`config.mk`:
```
export PLATFORM = sky130hd
export DESIGN_NAME = compare_event_tracker
export DESIGN_NICKNAME = d
export VERILOG_FILES = /design/src/rtl/compare_event_tracker.sv
export SDC_FILE = /design/constraint.sdc
export NUM_CORES = 1
export LEC_CHECK = 0
export CORE_MARGIN = 2
export CORE_UTILIZATION = 53
export CTS_CLUSTER_SIZE = 24
export DETAILED_ROUTE_END_ITERATION = 16
export PLACE_DENSITY_LB_ADDON = 0.05
export SYNTH_ARGS = -nofsm -noshare
export SYNTH_HDL_FRONTEND = slang
export SYNTH_SLANG_ARGS = --single-unit
```
`constraint.sdc`:
```
create_clock -name clk -period 3.25 [get_ports clk]
set_clock_uncertainty 0.05 [all_clocks]
set_input_delay 0.65 -clock clk [delete_from_list [all_inputs] [get_ports clk]]
set_output_delay 0.65 -clock clk [all_outputs]
set_load 0.02 [all_outputs]
```
`src/rtl/compare_event_tracker.sv`:
```
// compare_event_tracker: debounces one-hot comparator flags into a settled relation, counts LESS<->GREATER crossings, emits change events.
// Optional macro CMP_EVT_OVERFLOW_EN adds sticky evt_overflow (set when an event is dropped under backpressure).
// Ports: clk, rst_n (async active-low); in_valid + a_greater/a_equal/a_less sample flags; clear (sync soft reset);
//        state_out (00 UNKNOWN, 01 LESS, 10 EQUAL, 11 GREATER); evt_valid/evt_ready/evt_from/evt_to event handshake;
//        cross_count (saturating crossings); flag_err (one-cycle pulse on a non-one-hot valid sample).
module compare_event_tracker #(
    parameter int DEBOUNCE = 3,
    parameter int CNT_W    = 8
) (
    input  logic             clk,
    input  logic             rst_n,
    input  logic             in_valid,
    input  logic             a_greater,
    input  logic             a_equal,
    input  logic             a_less,
    input  logic             clear,
    output logic [1:0]       state_out,
    output logic             evt_valid,
    input  logic             evt_ready,
    output logic [1:0]       evt_from,
    output logic [1:0]       evt_to,
    output logic [CNT_W-1:0] cross_count,
    output logic             flag_err
`ifdef CMP_EVT_OVERFLOW_EN
    ,
    output logic             evt_overflow
`endif
);
    localparam logic [7:0] RUN_MAX = 8'(DEBOUNCE);
    logic [1:0] candidate, last_side, code;
    logic [7:0] run, run_nxt;
    logic one_hot, settle, accept, crossing;
    always_comb begin
        one_hot  = $onehot({a_greater, a_equal, a_less});
        code     = a_less ? 2'b01 : a_equal ? 2'b10 : 2'b11;
        run_nxt  = (code == candidate) ? ((run == RUN_MAX) ? run : run + 8'd1) : 8'd1;
        settle   = in_valid && one_hot && run_nxt == RUN_MAX && code != state_out;
        accept   = evt_valid && evt_ready;
        // EQUAL never counts; the first LESS/GREATER after UNKNOWN only primes last_side
        crossing = settle && code != 2'b10 && last_side != 2'b00 && last_side != code;
    end
    always_ff @(posedge clk or negedge rst_n) begin
        if (!rst_n) begin
            state_out   <= 2'b00;
            evt_valid   <= 1'b0;
            evt_from    <= 2'b00;
            evt_to      <= 2'b00;
            cross_count <= '0;
            flag_err    <= 1'b0;
            candidate   <= 2'b00;
            run         <= 8'd0;
            last_side   <= 2'b00;
`ifdef CMP_EVT_OVERFLOW_EN
            evt_overflow <= 1'b0;
`endif
        end else if (clear) begin
            state_out   <= 2'b00;
            evt_valid   <= 1'b0;
            evt_from    <= 2'b00;
            evt_to      <= 2'b00;
            cross_count <= '0;
            flag_err    <= 1'b0;
            candidate   <= 2'b00;
            run         <= 8'd0;
            last_side   <= 2'b00;
`ifdef CMP_EVT_OVERFLOW_EN
            evt_overflow <= 1'b0;
`endif
        end else begin
            flag_err <= in_valid && !one_hot;
            if (in_valid) begin
                candidate <= one_hot ? code : 2'b00;
                run       <= one_hot ? run_nxt : 8'd0;
            end
            if (settle) state_out <= code;
            if (settle && code != 2'b10) last_side <= code;
            if (crossing && !(&cross_count)) cross_count <= cross_count + 1'b1;
            // a held, unaccepted event wins; a new one loads only into a free or freeing slot
            if (settle && (!evt_valid || accept)) begin
                evt_valid <= 1'b1;
                evt_from  <= state_out;
                evt_to    <= code;
            end else if (accept) begin
                evt_valid <= 1'b0;
            end
`ifdef CMP_EVT_OVERFLOW_EN
            if (settle && evt_valid && !accept) evt_overflow <= 1'b1;
`endif
        end
    end
endmodule

```
# Word-level counts from Yosys, hierarchy flattened
# Index checks and enable logic that the tools add are counted.
# Widths: inputs -> output; s select.
classes:
  n_addsub: 4
  n_eq_ne: 7
  mux: 24
  reduce_logical: 22
op_table:
  columns: ["cell", "n"]
  rows:
  - ["$mux 8", 7]
  - ["$mux 2", 12]
  - ["$add 8x1->8 const B", 2]
  - ["$eq 8x2->1 const B", 2]
  - ["$reduce_bool 2->1", 6]
  - ["$logic_and 1x1->1", 10]
  - ["$reduce_and 8->1", 1]
  - ["$mux 1", 5]
  - ["$ne 2x2->1", 2]
  - ["$logic_not 1->1", 3]
  - ["$reduce_bool 3->1", 1]
  - ["$add 1x1->2", 1]
  - ["$add 2x1->2", 1]
  - ["$eq 2x1->1 const B", 1]
  - ["$eq 2x2->1", 1]
  - ["$ne 2x2->1 const B", 1]
  - ["$logic_or 1x1->1", 1]
word_totals:
  elab_cells: 66
  ff_bits: 28

# Logic depth before layout (Yosys ltp)
# Gate-level depths: netlist of the first run.
depth:
  word_depth: 13
  mapped_depth: 10
  depth_no_buf: 8

# Worst setup path after synthesis of the first run
# OpenSTA, ideal clock, no wires.
synth_timing:
  path_type: "input -> register"
  start: "in a_less"
  end: "reg cross_count[3]"
  t_arrival_ns: 2.651
  setup_ns: 0.078
  stages: 10
  slack_ns: 0.471
  cell_sequence: "clkbuf_1 > inv_1 > fa_1 > nor2b_1 > o211a_1 > o2111a_1 > nand3_2 > buf_6 > or3_1 > a21oi_1"
synth_via:
  elab_chain_cells: 11
  elab_cells_between_ends: 18
  cone_classes: "add/sub (2); eq/ne (6); mux (2); reduce/logical (8)"
synth_lines:
  columns: ["item", "line", "rtl"]
  rows:
  - ["start, declared", "15", "input logic a_less,"]
  - ["$add 1x1->2 (not written as such) / $mux 2 (equally long branches)", "34, 35", null]
  - ["$add 2x1->2 (not written as such) / $eq 2x2->1 (equally long branches)", "34, 36", null]
  - ["$eq 2x1->1 / $mux 8 (equally long branches)", "34, 36", null]
  - ["$logic_and 1x1->1 / $eq 8x2->1 (equally long branches)", "37", "settle = in_valid && one_hot && run_nxt == RUN_MAX && code != state_out;"]
  - ["$logic_and 1x1->1 (2 in a row)", "37", null]
  - ["$logic_and 1x1->1 (2 in a row)", "40", "crossing = settle && code != 2'b10 && last_side != 2'b00 && last_side != code;"]
  - ["$logic_and 1x1->1 *", "40", null]
  - ["$logic_and 1x1->1 *", "77", "if (crossing && !(&cross_count)) cross_count <= cross_count + 1'b1;"]
  - ["$reduce_bool 2->1 (no line) *", null, null]
  - ["end signal, assigned", "77", null]
  - ["end, declared", "22", "output logic [CNT_W-1:0] cross_count,"]
# Every way passes the cells marked *; elsewhere a longest branch is shown, timed or not.
# A chain may end at the register's enable or synchronous reset.

# Final worst setup path of the first run
layout_timing:
  start: "in a_equal"
  end: "reg cross_count[3]"
layout_via:
  elab_chain_cells: 12
  elab_cells_between_ends: 19
  cone_classes: "add/sub (2); eq/ne (6); mux (3); reduce/logical (8)"
layout_lines:
  columns: ["item", "line", "rtl"]
  rows:
  - ["start, declared", "14", "input logic a_equal,"]
  - ["$mux 1", "35", "code = a_less ? 2'b01 : a_equal ? 2'b10 : 2'b11;"]
  - ["$mux 2", "35", null]
  - ["$eq 2x2->1", "36", "run_nxt = (code == candidate) ? ((run == RUN_MAX) ? run : run + 8'd1) : 8'd1;"]
  - ["$mux 8", "36", null]
  - ["$eq 8x2->1", "37", null]
  - ["$logic_and 1x1->1 (2 in a row)", "37", null]
  - ["$logic_and 1x1->1 (2 in a row)", "40", null]
  - ["$logic_and 1x1->1 *", "40", null]
  - ["$logic_and 1x1->1 *", "77", null]
  - ["$reduce_bool 2->1 (no line) *", null, null]
# Marked as above.

==> results of run 1 <==
-- metal layers --
metal | global-route usage | wire length, um | vias to the layer above
met5 | 0 | 0 | -
li1 | - | - | 661
met1 | 0.314 | 1600 | 638
met2 | 0.363 | 1560 | 31
met4 | 0.0299 | 19 | 0
met3 | 0.0198 | 110 | 2
-- placed cells by master (no fill, tap or decap), types with 2 or more instances in the layout --
master           netlist  routed
mux2i_1                6       6
nor2_1                15      15
o31ai_1                4       4
clkbuf_4               0       3
ha_1                   2       2
nor3b_1                2       2
nand4_1                4       4
o21ai_0               12      12
a22o_1                 2       2
or4_1                  2       2
o22ai_1                3       3
inv_1                  8       8
clkdlybuf4s50_1        0      23
nor2b_1                2       2
buf_4                  0       9
dfrtp_1               28      28
and3_1                 2       2
nand3_1                8       8
a211o_2                2       2
xor2_1                 3       3
nand2b_1               2       2
a21oi_1               10      10
nand2_1               12      12
a211oi_1               2       2
or3_1                  3       3
nor3_1                 2       2
xnor2_1                3       3
nor4b_1                2       2
-- final cells by class --
type / instances / share of cell area
timing repair buffer: 32 / 0.157
clock buffer: 4 / 0.0191
tap: 31 / 0.0204
sequential: 28 / 0.368
multi-input combinational: 122 / 0.420
inverter: 8 / 0.0158
-- logic make-up (layout without fill, tap and decap cells) --
kind of cell | count (synthesis) | after routing | synth area share
adder cells (fa/ha/maj) | 3 | 3 | 0.0286
multiplexers | 6 | 6 | 0.0381
AO/OA/AOI/OAI | 42 | 42 | 0.176
flip-flops | 28 | 28 | 0.444
XOR/XNOR | 6 | 6 | 0.0333
buffers and inverters | 16 | 44 | 0.0492
AND/OR/NAND/NOR | 65 | 65 | 0.230
-- synthesized netlist by cell type, drive strengths merged, types with 2 or more instances --
cell type	instances
dfrtp	28
nor2	15
nand2	12
o21ai	12
a21oi	10
nand3	9
inv	8
mux2i	6
buf	4
clkbuf	4
nand4	4
o31ai	4
or3	4
a211oi	3
nor3	3
o22ai	3
or4	3
xnor2	3
xor2	3
a211o	2
a22o	2
and3	2
ha	2
nand2b	2
nor2b	2
nor3b	2
nor4b	2
-- critical path, stage by stage --
cell	delay (ns)
clkdlybuf4s50_1	0.47
inv_1	0.07
fa_1	0.47
nor2b_1	0.20
o211a_1	0.18
o2111a_1	0.21
nand3_2	0.13
buf_4	0.19
or3_1	0.35
a21oi_1	0.16
-- registers in the layout, indices dropped and copies added, names as in the netlist --
signal,count
cross_count,8
run,8
candidate,2
evt_from,2
evt_to,2
last_side,2
state_out,2
evt_valid,1
flag_err,1
-- power by group through the flow --
stage | Clock (mW) | Sequential, mW | Combinational, mW
finish | 0.171 | 0.354 | 0.0504
global route | 0.184 | 0.354 | 0.0563
CTS | 0.171 | 0.354 | 0.0514
detailed placement | 0 | 0.360 | 0.0512
global placement | 0 | 0.360 | 0.0494
floorplan | 0 | 0.361 | 0.0211
-- worst max-delay path by stage --
stage,start,end,cells past startpoint
floorplan,a_less,cross_count[3],10
global placement,a_equal,cross_count[4],10
detailed placement,a_equal,cross_count[3],10
CTS,a_equal,cross_count[3],10
global route,a_equal,cross_count[3],10
finish,a_equal,cross_count[3],10
==> flow_summary.toml, run 1 <==
[status]
status = "complete, no violations"

[clocking]
cts_resized = 0
postCtsSetupBuffers = 0
tritoncts = "yes"
clkSlewWorstSetupHoldPaths_ns = 0.16
clkLatencyLatePin_ns = 0.32
clock_path_buffers = 2
cts-buffers-inserted = 3
cts_hold_repair.buffers = 0
cts_sinks = 28
cts.htree.levels = 1
clock_root_buffer = "clkbuf_4"

[layout]
layout.core_utilization = 0.684
final_layout_size_suffix_gt1_frac = 0.124
post-route-cell-area_um2 = 1900
nNetsFinal = 206
antennaDiodeCount = 0
stdcell_count = 225
seq_area_um2 = 701
synthesis_to_layout_area_growth_pct = 20.6
multi_input_comb_area_um2 = 798
fillCellCount = 220

[global_route]
global_route_wire_length_before_repair_um = 5820
global_route.usage.total = 0.217
grt_max_degree = 29
grt_pass1_vias = 1320
grt_antenna_before_repair = 0
grt_overflow_total = 0

[die]
io-pin-count = 24
floorplan.die_area_um2 = 3430
chipHeight_um = 58.5
die_width_um = 58.5
coreArea_um2 = 2780
fp-row-count = 19
starting_density_of_the_core = 0.567

[worst_setup_path]
worst_setup_path_end_kind = "register"
timing.critical_path.from_type = "primary input"
r2r.worst_path.cells = 8
reg2reg_slack_ns = 0.63
highest_fanout_seen_on_the_critical_path = 7
crit_arrival_ns = 3.07
regToRegEndpoint = "cross_count[3]"
critical_path.reg2reg.startpoint = "run[0]"
setup.worst_path.class = "in2reg"
cp_required_ns = 3.46

[routing]
drc = 0
detail_route.vias_per_cell = 5.92
drt_first_pass_iters = 4
route.detailed.wl_per_inst_um = 14.6
num_vias = 1332
routed_wl_um = 3300
detail-route-antenna-nets = 0
first_iter_violations = 56

[place]
post-place-cells = 221
postPlaceCellArea_um2 = 1870
port-buffer-count = 23
dp_hpwl_um = 2430
pre_cts_ws_ns = 0.0404
globalplace.congestion = 0.916

[synthesis]
synth_cell_types = 45
synth_seq_cells = 28
ys_async_sr_fraction = 1.00
number_of_flops_mapped_to_enable_cells_by_yosys = 0
mappedNetlistNets = 177
synth_warnings = 0
synth_ff_type = "dfrtp_1"
postSynthCellCount = 166
synthTopCellsByArea = "dfrtp_1 (44%), mux2i_1 (3.8%), o21ai_0 (3.8%)"
yosys.area.top_type = "dfrtp_1"
seq_area_frac_synth = 0.444
mappedNetlistArea_um2 = 1580
yosys.area.top_type_share = 0.444
synth.avg_cell_area_um2 = 9.50

[timing]
tightestPinTransition_ns = 0.525
setup-violations-final = 0
slew_limit_headroom = 0.649
rsz0062_at_grt = "no"
layout_min_cycle_time_ns = 2.86
min_period_over_period = 0.880
tns_ns = 0
timing.fmax_mhz = 349
final-max-slew-violation-count = 0
fin_worst_setup_slack_ns = 0.389
final_hold_viol_count = 0
fin_hold_ws_ns = 0.495

[pwr]
total_power_per_unit_cell_area_nw_per_um2 = 302
total_leakage_power_nw = 0.829
clock_share_of_power = 0.297
power_mw = 0.575
p_sw_mw = 0.134
power.share.combinational = 0.088
share_seq_of_total_power = 0.615
power_switching_share = 0.232
cell_internal_pwr_mw = 0.442
vdd_drop_max_v = 0.000210

[min_path]
timing.hold.worst.start = "candidate[1]"
hold_path_class = "reg2reg"
whs_path_depth = 2
holdPathEnd = "candidate[1]"

[run]
cap_viol_max_count = 0
No activity file was read; power rests on OpenSTA's default activity.
==> inputs of run 2 (changes only) <==
- clock period: 3.25 -> 3.1 ns (I/O delays scaled with it)
==> run 2 against run 1 <==
  * First-iteration DRC count grew 5.4%
  * Global-route usage grew 1.8 points
  * Sequential power is 5% higher
  * Combinational power grew 10%
  * Worst setup slack got worse by 0.015 ns
  * Via count rose by 1.5%
  * Largest power group unchanged
  * Highest routed layer unchanged
==> flow_summary.toml, run 2 (synthesis results as in run 1) <==
[status]
status = "complete, no violations"

[die]
chipHeight_um = 58.5
fp-row-count = 19
io-pin-count = 24
starting_density_of_the_core = 0.567
coreArea_um2 = 2780
floorplan.die_area_um2 = 3430
die_width_um = 58.5

[timing]
fin_worst_setup_slack_ns = 0.374
slew_limit_headroom = 0.623
layout_min_cycle_time_ns = 2.73
tns_ns = 0
fin_hold_ws_ns = 0.487
final_hold_viol_count = 0
rsz0062_at_grt = "no"
min_period_over_period = 0.879
timing.fmax_mhz = 367
final-max-slew-violation-count = 0
setup-violations-final = 0
tightestPinTransition_ns = 0.563

[global_route]
busiest_layer = "met2"
grt_max_degree = 29
grt.met3_usage = 0.0220
global_route.usage.total = 0.235
grt_antenna_before_repair = 0
globalRouteMet1Util = 0.320
globalRouteMet2Util = 0.403
grt_pass1_vias = 1361
global_route_wire_length_before_repair_um = 6280
grt_overflow_total = 0

[worst_setup_path]
highest_fanout_seen_on_the_critical_path = 7
regToRegEndpoint = "cross_count[3]"
crit_path_cell_trace = "clkdlybuf4s50_1 -> inv_1 -> fa_1 -> nor2b_1 -> o211a_1 -> o2111a_1 -> nand3_2 -> buf_4 -> or3_1 -> a21oi_1"
critical-path-max-stage-delay_ns = 0.47
crit_arrival_ns = 2.94
worst_setup_path_end_kind = "register"
critical_path.reg2reg.startpoint = "run[0]"
timing.critical_path.from_type = "primary input"
cp_required_ns = 3.32
reg2reg_slack_ns = 0.58
kind_of_cell_adding_the_most_delay_to_the_critical_path = "buffers and inverters"
critical_path.endpoint = "cross_count[3]"
crit_path_start = "a_equal"
setup.worst_path.class = "in2reg"
r2r.worst_path.cells = 8
crit_buf_inv = 3
critical_path.slowest_cell = "clkdlybuf4s50_1"
levels_on_crit_path = 10

[layout]
layout.cells.most_common_list = "dfrtp_1 (28), clkdlybuf4s50_1 (23), nor2_1 (15)"
fillCellCount = 227
antennaDiodeCount = 0
nNetsFinal = 207
synthesis_to_layout_area_growth_pct = 22.1
biggestRegsByFlops = "cross_count: 8 flops, run: 8 flops"
final_layout_size_suffix_gt1_frac = 0.128
post-route-cell-area_um2 = 1930
stdcell_count = 226
final_common_cell = "dfrtp_1"
layout.core_utilization = 0.692

[place]
pre_cts_ws_ns = 0.0274
post-place-cells = 222
port-buffer-count = 23
postPlaceCellArea_um2 = 1870
globalplace.congestion = 0.901
dp_hpwl_um = 2640

[clocking]
clock_root_buffer = "clkbuf_4"
clkLatencyLatePin_ns = 0.33
cts_hold_repair.buffers = 0
cts_resized = 0
clkSlewWorstSetupHoldPaths_ns = 0.15
tritoncts = "yes"
clock_path_buffers = 2
postCtsSetupBuffers = 0
cts-buffers-inserted = 3
cts_sinks = 28
cts.htree.levels = 1

[routing]
route.detailed.wl_per_inst_um = 15.6
first_iter_violations = 59
routed_wl_um = 3520
num_vias = 1352
detail_route.vias_per_cell = 5.98
detail-route-antenna-nets = 0
drt_first_pass_iters = 4
drc = 0

[min_path]
hold_path_class = "reg2reg"

[pwr]
total_power_per_unit_cell_area_nw_per_um2 = 346
power_mw = 0.667
total_leakage_power_nw = 0.841
vdd_drop_max_v = 0.000250

[run]
cap_viol_max_count = 0
[run 2: changes by cell type in the layout (fill, tap and decap cells not counted)]
cell,change
bufinv_16,+1
buf_4,+1
clkbuf_8,-1
[run 2: layout make-up]
cell class | instances | area, um2 | share of cell area
Multi-Input combinational cell | 122 | 798 | 0.415
Sequential cell | 28 | 701 | 0.364
Timing Repair Buffer | 33 | 305 | 0.159
Tap cell | 31 | 38.8 | 0.0201
Clock inverter | 1 | 30.0 | 0.0156
Inverter | 8 | 30.0 | 0.0156
Clock buffer | 3 | 22.5 | 0.0117
[run 2: worst min path at each step]
stage	startpoint	endpoint	slack [ns]	depth (start not counted)
5_1_grt	candidate[0]	candidate[0]	0.54	1
6_report	candidate[1]	candidate[1]	0.49	2
4_1_cts	last_side[0]	last_side[0]	0.49	2
3_3_place_gp	candidate[1]	candidate[1]	0.44	2
3_5_place_dp	last_side[0]	last_side[0]	0.46	2
2_1_floorplan	rst_n	candidate[0]	0.27	0
[run 2: metal layers]
metal | share of wire | up-vias
met2 | 0.50 | 27
met5 | 0 | -
met1 | 0.47 | 660
li1 | - | 663
met3 | 0.029 | 2
met4 | 0.0054 | 0
[run 2: power breakdown]
| part | internal [mW] | switching [mW] | total [mW] |
|---|---|---|---|
| sequential | 0.368 | 0.00284 | 0.371 |
| combinational | 0.0249 | 0.0306 | 0.0555 |
| clock | 0.131 | 0.109 | 0.240 |
| total | 0.524 | 0.143 | 0.667 |
[run 2: worst reg2reg max path: cells and delay by family, from the launching register on]
kind                       cells  cell delay [ns]
and+or+nand+nor                4             1.09
DFF                            1             0.49
AOI/OAI and AO/OA              2             0.35
buffers and inverters          1             0.19
adders and majority gates      1             0.29
==> inputs of run 3 (changes only) <==
- clock period: 3.1 -> 2.65 ns (I/O delays scaled with it)
==> run 3 against run 2 <==
  * Via count grew 8.7%
  * Clock power shrank 12%
  * Critical path depth shrank 1
  * Critical endpoint is now cross_count[5]
  * Power grew 7.6%
  * Non-clock buffer count grew 7
  * Final cell count grew 3.1%
  * Combinational power grew 31%
  * Hold slack gained 0.0059 ns
  * Register-to-register slack lost 0.43 ns
  * Sequential power grew 17%
  * First-iteration DRC count grew 47%
  * Critical path type unchanged
  * Die area is the same
==> flow_summary.toml, run 3 (synthesis results as in run 1) <==
[min_path]
holdPathEnd = "candidate[1]"
hold_path_class = "reg2reg"
timing.hold.worst.start = "candidate[1]"
whs_path_depth = 2

[clocking]
cts_sinks = 28
cts-buffers-inserted = 3
clkSlewWorstSetupHoldPaths_ns = 0.15
tritoncts = "yes"
clock_path_buffers = 2
clkLatencyLatePin_ns = 0.32
clock_root_buffer = "clkbuf_4"
cts_hold_repair.buffers = 0
cts.htree.levels = 1

[worst_setup_path]
crit_arrival_ns = 2.76
critical_path.reg2reg.startpoint = "run[1]"
kind_of_cell_adding_the_most_delay_to_the_critical_path = "simple AND/OR/NAND/NOR gates"
highest_fanout_seen_on_the_critical_path = 4
reg2reg_slack_ns = 0.15
crit_buf_inv = 2
critical_path.slowest_cell = "or4_1"
crit_path_cell_trace = "clkdlybuf4s50_1 -> inv_1 -> fa_1 -> nor2b_2 -> o211a_1 -> o2111a_1 -> nand3_2 -> or4_1 -> a21oi_2"
worst_setup_path_end_kind = "register"
critical-path-max-stage-delay_ns = 0.51
setup.worst_path.class = "in2reg"
cp_required_ns = 2.87
timing.critical_path.from_type = "primary input"
regToRegEndpoint = "cross_count[5]"
r2r.worst_path.cells = 7

[die]
starting_density_of_the_core = 0.567
floorplan.die_area_um2 = 3430
die_width_um = 58.5
io-pin-count = 24
fp-row-count = 19
chipHeight_um = 58.5
coreArea_um2 = 2780

[place]
post-place-cells = 228
port-buffer-count = 23
pre_cts_ws_ns = -0.343
dp_hpwl_um = 2690
globalplace.congestion = 0.896

[routing]
detail-route-antenna-nets = 0
detail_route.vias_per_cell = 6.30
num_vias = 1469
drc = 0
route.detailed.wl_per_inst_um = 15.6
drt_first_pass_iters = 4
first_iter_violations = 87
routed_wl_um = 3640

[layout]
biggestRegsByFlops = "cross_count: 8 flops, run: 8 flops"
synthesis_to_layout_area_growth_pct = 25.4
layout.cells.most_common_list = "dfrtp_1 (28), clkdlybuf4s50_1 (21), buf_4 (17)"
final_common_cell = "dfrtp_1"
final_layout_size_suffix_gt1_frac = 0.178
nNetsFinal = 214
layout.core_utilization = 0.711
antennaDiodeCount = 0
stdcell_count = 233

[run]
cap_viol_max_count = 0

[timing]
setup-violations-final = 0
final_hold_viol_count = 0
rsz0062_at_grt = "no"
slew_limit_headroom = 0.614
timing.fmax_mhz = 394
final-max-slew-violation-count = 0
min_period_over_period = 0.958
layout_min_cycle_time_ns = 2.54
tns_ns = 0
tightestPinTransition_ns = 0.577
fin_worst_setup_slack_ns = 0.111
fin_hold_ws_ns = 0.493

[global_route]
global_route_wire_length_before_repair_um = 6370
grt_max_degree = 29
global_route.usage.total = 0.239
grt_antenna_before_repair = 0
grt_pass1_vias = 1508
grt_overflow_total = 0

[pwr]
total_power_per_unit_cell_area_nw_per_um2 = 363
total_leakage_power_nw = 0.886
vdd_drop_max_v = 0.000270

[status]
status = "complete, no violations"
==> run 3: repair_timing <==
| item | 4_1_cts | 5_1_grt |
|---|---|---|
| resized for setup | 0 | 6 |
| setup buffers | 0 | 1 |
| endpoints found under the setup margin | 0 | 10 |
==> run 3: cell type report <==
| type | instances | area, um2 |
|---|---|---|
| Clock buffer | 4 | 36.3 |
| Fill cell | 205 | 805 |
| Inverter | 8 | 30.0 |
| Multi-Input combinational cell | 122 | 808 |
| Sequential cell | 28 | 701 |
| Tap cell | 31 | 38.8 |
| Timing Repair Buffer | 40 | 363 |
==> run 3: worst min-delay path, delay by kind of cell (launching register included) <==
family | cells | cell delay [ns]
compound gates | 1 | 0.06
flops | 1 | 0.40
simple gates | 1 | 0.05
==> run 3: layer usage <==
layer | global-route usage | wire length (um) | vias to the layer above
li1 | - | - | 678
met4 | 0.0930 | 59 | 0
met1 | 0.303 | 1660 | 719
met2 | 0.414 | 1760 | 63
met5 | 0 | 0 | -
met3 | 0.0330 | 169 | 9
==> run 3: where the power goes <==
| part | internal, mW | switching [mW] | leakage, nW | total [mW] |
|---|---|---|---|---|
| clock | 0.0840 | 0.127 | 0.0210 | 0.211 |
| sequential | 0.431 | 0.00225 | 0.390 | 0.433 |
| combinational | 0.0333 | 0.0394 | 0.475 | 0.0727 |
==> run 3: worst max-delay path by stage <==
stage / endpoint / slack [ns] / from / depth (start not counted)
after detailed placement: cross_count[4] / -0.34 / a_equal / 10
after global routing: cross_count[4] / 0.01 / run[1] / 8
after global placement: cross_count[7] / -0.25 / a_equal / 9
after floorplan: cross_count[3] / 0.06 / a_less / 10
final: cross_count[5] / 0.11 / a_greater / 9
after CTS: cross_count[4] / 0.0008 / a_equal / 10
==> run 3: through the flow <==
step	power [mW]	instance area, um2
floorplan	0.469	1580
global placement	0.508	1920
detailed placement	0.510	1920
CTS	0.721	1950
global route	0.744	1980
finish	0.717	1980
